File: src/rtl/i2c_reg_access.sv
// Register read/write sequencer driving a byte-level I2C master through a
// strobe/ready/done command handshake, with NACK handling and a per-command watchdog.
module i2c_reg_access #(
   parameter logic [15:0] TIMEOUT_CYCLES = 16'hFFFF
) (
   input  logic       clk,
   input  logic       reset,
   input  logic       req_valid,
   output logic       req_ready,
   input  logic       req_rw,
   input  logic [6:0] dev_addr,
   input  logic [7:0] reg_addr,
   input  logic [7:0] wr_data,
   output logic       resp_valid,
   output logic [7:0] rd_data,
   output logic [1:0] err,
   output logic       m_write,
   output logic [2:0] m_cmd,
   output logic [7:0] m_data_in,
   input  logic       m_ready,
   input  logic       m_done_tick,
   input  logic       m_ack,
   input  logic [7:0] m_data_out
);

   localparam logic [2:0] CMD_START = 3'd0, CMD_RESTART = 3'd1, CMD_STOP = 3'd2,
                          CMD_READ  = 3'd3, CMD_WRITE   = 3'd4;

   typedef enum logic [2:0] {S_IDLE, S_ISSUE, S_WAIT_LO, S_WAIT_CMD, S_RESP} state_t;
   typedef struct packed {
      logic       rw;
      logic [6:0] dev;
      logic [7:0] ra;
      logic [7:0] data;
   } req_t;

   state_t      state_q, state_d;
   req_t        req_q, req_d;
   logic [2:0]  step_q, step_d;
   logic [15:0] wd_q, wd_d, wd_next;
   logic        req_ready_q, req_ready_d, resp_valid_q, resp_valid_d;
   logic        m_write_q, m_write_d;
   logic [2:0]  m_cmd_q, m_cmd_d;
   logic [7:0]  m_data_in_q, m_data_in_d, rd_data_q, rd_data_d;
   logic [1:0]  err_q, err_d;
   logic [2:0]  seq_cmd, last_step;
   logic [7:0]  seq_data;
   logic        addr_step, cmd_done;

   // Command/byte for the current step; read and write share the first three steps.
   always_comb begin
      seq_cmd  = CMD_STOP;
      seq_data = 8'h00;
      case (step_q)
         3'd0: seq_cmd = CMD_START;
         3'd1: begin seq_cmd = CMD_WRITE; seq_data = {req_q.dev, 1'b0}; end
         3'd2: begin seq_cmd = CMD_WRITE; seq_data = req_q.ra; end
         3'd3: begin
            if (req_q.rw) seq_cmd = CMD_RESTART;
            else begin seq_cmd = CMD_WRITE; seq_data = req_q.data; end
         end
         3'd4: if (req_q.rw) begin seq_cmd = CMD_WRITE; seq_data = {req_q.dev, 1'b1}; end
         3'd5: begin seq_cmd = CMD_READ; seq_data = 8'h01; end
         default: seq_cmd = CMD_STOP;
      endcase
   end

   assign last_step = req_q.rw ? 3'd6 : 3'd4;
   assign addr_step = (step_q == 3'd1) || (req_q.rw && step_q == 3'd4);

   always_comb begin
      state_d      = state_q;
      req_d        = req_q;
      step_d       = step_q;
      wd_d         = wd_q;
      req_ready_d  = req_ready_q;
      resp_valid_d = 1'b0;
      m_write_d    = 1'b0;
      m_cmd_d      = m_cmd_q;
      m_data_in_d  = m_data_in_q;
      rd_data_d    = rd_data_q;
      err_d        = err_q;
      wd_next      = wd_q + 16'd1;
      cmd_done     = 1'b0;
      case (state_q)
         S_IDLE: if (req_valid && req_ready_q) begin
            req_d       = '{rw: req_rw, dev: dev_addr, ra: reg_addr, data: wr_data};
            step_d      = 3'd0;
            err_d       = 2'b00;
            rd_data_d   = 8'h00;
            req_ready_d = 1'b0;
            state_d     = S_ISSUE;
         end
         S_ISSUE: begin
            wd_d = 16'd0;
            if (m_ready) begin
               m_write_d   = 1'b1;
               m_cmd_d     = seq_cmd;
               m_data_in_d = seq_data;
               state_d     = S_WAIT_LO;
            end
         end
         S_WAIT_LO: begin
            wd_d = wd_next;
            if (!m_ready) state_d = S_WAIT_CMD;
            else if (wd_next == TIMEOUT_CYCLES) begin
               state_d = S_RESP; resp_valid_d = 1'b1; err_d = 2'b11;
            end
         end
         S_WAIT_CMD: begin
            wd_d     = wd_next;
            cmd_done = (m_cmd_q == CMD_WRITE || m_cmd_q == CMD_READ) ? m_done_tick : m_ready;
            if (cmd_done) begin
               if (m_cmd_q == CMD_READ) rd_data_d = m_data_out;
               // A NACKed byte jumps straight to STOP so the bus is released cleanly.
               if (m_cmd_q == CMD_WRITE && m_ack) begin
                  err_d   = addr_step ? 2'b01 : 2'b10;
                  step_d  = last_step;
                  state_d = S_ISSUE;
               end else if (step_q == last_step) begin
                  state_d = S_RESP; resp_valid_d = 1'b1;
               end else begin
                  step_d  = step_q + 3'd1;
                  state_d = S_ISSUE;
               end
            end else if (wd_next == TIMEOUT_CYCLES) begin
               state_d = S_RESP; resp_valid_d = 1'b1; err_d = 2'b11;
            end
         end
         S_RESP: begin
            state_d     = S_IDLE;
            req_ready_d = 1'b1;
         end
         default: state_d = S_IDLE;
      endcase
   end

   always_ff @(posedge clk or posedge reset) begin
      if (reset) begin
         state_q      <= S_IDLE;
         req_q        <= '0;
         step_q       <= 3'd0;
         wd_q         <= 16'd0;
         req_ready_q  <= 1'b1;
         resp_valid_q <= 1'b0;
         m_write_q    <= 1'b0;
         m_cmd_q      <= 3'd0;
         m_data_in_q  <= 8'h00;
         rd_data_q    <= 8'h00;
         err_q        <= 2'b00;
      end else begin
         state_q      <= state_d;
         req_q        <= req_d;
         step_q       <= step_d;
         wd_q         <= wd_d;
         req_ready_q  <= req_ready_d;
         resp_valid_q <= resp_valid_d;
         m_write_q    <= m_write_d;
         m_cmd_q      <= m_cmd_d;
         m_data_in_q  <= m_data_in_d;
         rd_data_q    <= rd_data_d;
         err_q        <= err_d;
      end
   end

   assign req_ready  = req_ready_q;
   assign resp_valid = resp_valid_q;
   assign m_write    = m_write_q;
   assign m_cmd      = m_cmd_q;
   assign m_data_in  = m_data_in_q;
   assign rd_data    = rd_data_q;
   assign err        = err_q;

endmodule

File: config.mk
export PLATFORM = sky130hd
export DESIGN_NAME = i2c_reg_access
export DESIGN_NICKNAME = d
export VERILOG_FILES = /design/src/rtl/i2c_reg_access.sv
export SDC_FILE = /design/constraint.sdc
export NUM_CORES = 1
export LEC_CHECK = 0
export BUFFER_PORTS_ARGS = -buffer_cell sky130_fd_sc_hd__buf_2
export CAP_MARGIN = 5
export CORE_ASPECT_RATIO = 0.5
export CORE_MARGIN = 3
export CORE_UTILIZATION = 49
export CTS_BUF_LIST = sky130_fd_sc_hd__clkbuf_8
export CTS_CLUSTER_DIAMETER = 40
export CTS_CLUSTER_SIZE = 25
export DETAILED_ROUTE_END_ITERATION = 7
export HOLD_SLACK_MARGIN = 0.03
export PLACE_DENSITY = 0.68
export RECOVER_POWER = 100
export SLEW_MARGIN = 20
export SYNTH_ARGS = -nofsm -noshare
export SYNTH_HDL_FRONTEND = slang
export SYNTH_SLANG_ARGS = --single-unit
File: constraint.sdc
create_clock -name clk -period 2.71 [get_ports clk]
set_clock_uncertainty 0.05 [all_clocks]
set_input_delay 0.271 -clock clk [delete_from_list [all_inputs] [get_ports clk]]
set_output_delay 0.271 -clock clk [all_outputs]
set_load 0.02 [all_outputs]
==> results.md <==
* Worst hold path class: input pin to register
* I/O Buffers at 61
* Via density at 5.788
* ANT nets after route at 0
* Min Hold Slack at 88.09 ps
* Max VDD drop at 410.8 uV
* Most frequent cell after synthesis: dfrtp_1
* Status: completed
* Synth area leader: dfrtp_1
* Max-slew violation count at 0
* Antenna violations before repair at 0
* Post-CTS repair timing setup buffer count at 0
* Iter 0 DRT Violations at 239
* Avg WL per Cell at 15.65 um
* Clock Path Buffers at 2
* Dominant cells by area after synthesis: dfrtp_1, mux2_2, o21ai_0, nand2_1, ha_1
* H-Tree Depth at 3
* Register area share after synthesis at 47.98%
* Post-synth top area share at 47.26%
* Core box area at 6937 um^2
* Clock Root Buffer: clkbuf_8
* Crit path launch type: register
* Routed vias at 3004
* Routed wire length at 8124 um
* Post-synthesis cell count at 365
* Slowest cell on the critical path: dfrtp_1
* Mapped Avg Cell Area at 10.01 um^2
* Die ar. at 8591 um^2
* Final nets at 467
* EDFF count, synth at 0
* Row cnt at 21
* ANT cells at 0
* Die W at 128.1 um
* Initial Util at 52.67%
* Mapped Area at 3654 um^2
* Async SR Flop Fraction at 100.0%
* Synth Net Count at 410
* Ys flop type: dfrtp_1
* Worst-Skew Late Latency at 360 ps
* Worst Path Required at 2900 ps
* Synth Register Bits at 70
* Placement Cell Area at 4041 um^2
* Drc violations at 0
* GR Overflow Total at 0
* Final setup vio count at 0
* CTS buffer count at 9
* CP endpoint kind: register
* Post-route setup TNS at 0 ps
* Measured slew at the worst slew-check pin at 1157 ps
* Largest net degree at the start of global routing at 42
* Area occupied by multi-input gates at 1700 um^2
* WL met3 at 417 um
* Share of layout cells above drive strength 1 at 23.19%
* Crit-path max FO at 8
* Final Instance Area at 4208 um^2
* DR top layer: met4
* Sink Count at 70
* TritonCTS clock tree: yes
* Final GP Congestion at 0.9299
* LEAKAGE at 0.001926 uW
* CP Cell Sequence: ha_1 -> nand3_2 -> nor4_2 -> xor2_1 -> nand4b_2 -> o311ai_2 -> o211ai_1
* Metal2 WL at 3821 um
* Fin crit period at 2422 ps
* Period utilisation layout at 89.39%
* Fin. Hold Viols at 0
* Critical path class: register to register
* Critical path arrival at 2610 ps
* Synth top cells by count: dfrtp_1, o21ai_0, nand2_1
* # Max-Cap Violations at 0
* Max incr delay on CP at 480 ps
* Pwr/cell area at 480.1 nW/um^2
* Netlist cell types at 57
* Drt pass-1 iters at 7
* Area growth, synth to finish at 15.17%
* Relative slew slack at 22.80%
* Sequential cell area at 1753 um^2
* F_max at 412.8 MHz
* Synth warn at 0
* M1 wire length at 3810 um
* Unrepaired setup endpoints after global routing: false
* Clock transition at the registers of the reported paths at 80 ps
* Hpwl dp at 5688 um
* First-pass GRT wire length at 13690 um
* Vias in the first global route at 2877
* Fill count at 605
* Overall routing resource usage at 20.51%
* Chip Height at 67.06 um
* I/O pin count at 62
[cell usage in the layout, fill, tap and decap left out, drive strengths merged, types with 8 or more instances in the layout]
cell type / instances
nor2: 19
mux2: 26
buf: 43
nand2: 31
nor2b: 8
nand4: 9
inv: 21
a21oi: 12
nand3: 13
clkbuf: 37
o21ai: 46
dfrtp: 69
o41ai: 9
[report_power, final]
group	switching [uW]	internal, uW
clock network	407	475
logic	52.1	32.6
registers	3.10	1050
total	463	1560
[worst max-delay path: cells and delay by family (launching register included)]
kind	cells	cell delay, ps
and+or+nand+nor	3	860
AOI/OAI and AO/OA	2	370
adders and majority gates	1	330
xor gates and xnor gates	1	220
DFF	1	480
[state kept, by name, indices dropped and copies added, names as in the netlist]
name        count
req_q          24
resp_valid      1
state_q         3
m_data_in       8
wd_q           16
err             2
m_cmd           3
m_write         1
req_ready       1
step_q          3
rd_data         8
[metal layers]
metal,vias up,track usage (%)
li1,1444,-
met1,1486,26.10
met2,64,32.55
met3,10,7.126
met4,0,7.672
met5,-,0
[per-stage QoR]
stage | util, % | setup slack (ps) | instances | total power (uW)
after global routing | 60.66 | 106.5 | 519 | 2103
after detailed placement | 58.26 | 411.5 | 502 | 1162
after global placement | 58.26 | 473.3 | 502 | 1158
after CTS | 61.42 | 368.4 | 519 | 2046
final | 60.66 | 287.6 | 519 | 2020
after floorplan | - | 604.4 | 365 | 1115
[repair_timing]
item,CTS,global route
endpoints found under the hold margin,29,0
hold buffers,1,0
gates resized for setup,0,0
[final timing paths]
| kind | startpoint | cells after the start | slack (ps) | to |
|---|---|---|---|---|
| setup / recovery | wd_q[0]$_DFFE_PP0P_ | 7 | 290 | state_q[1]$_DFFE_PP0P_ |
| hold / removal | wr_data[4] | 2 | 90 | req_q[4]$_DFFE_PP0P_ |
| setup reg to reg | wd_q[0]$_DFFE_PP0P_ | 7 | 290 | state_q[1]$_DFFE_PP0P_ |
| hold reg to reg | m_data_in[1]$_DFFE_PP0P_ | 2 | 440 | m_data_in[1]$_DFFE_PP0P_ |
| max in group asynchronous | reset | 4 | 1040 | req_ready$_DFFE_PP1P_ |
| min in group asynchronous | reset | 3 | 700 | req_q[4]$_DFFE_PP0P_ |
[cells by family (layout without fill, tap and decap cells)]
family | count (synthesis) | count (layout) | share of synthesized area [%]
buffers and inverters | 45 | 107 | 5.102
flip-flops | 70 | 70 | 47.98
adder cells (fa/ha/maj) | 7 | 7 | 2.397
multiplexers | 28 | 28 | 8.562
AO/OA/AOI/OAI | 103 | 103 | 18.53
XOR/XNOR | 5 | 5 | 1.199
AND/OR/NAND/NOR | 107 | 107 | 16.23
[final cells by class]
class	instances	share of cell area [%]
well taps	92	2.736
inverters	21	1.873
clock buffers	11	3.598
clock inverters	5	1.368
flip-flops and latches	70	41.66
repair buffers	70	8.356
multi-input cells	250	40.41
No activity file was read; power rests on OpenSTA's default activity.
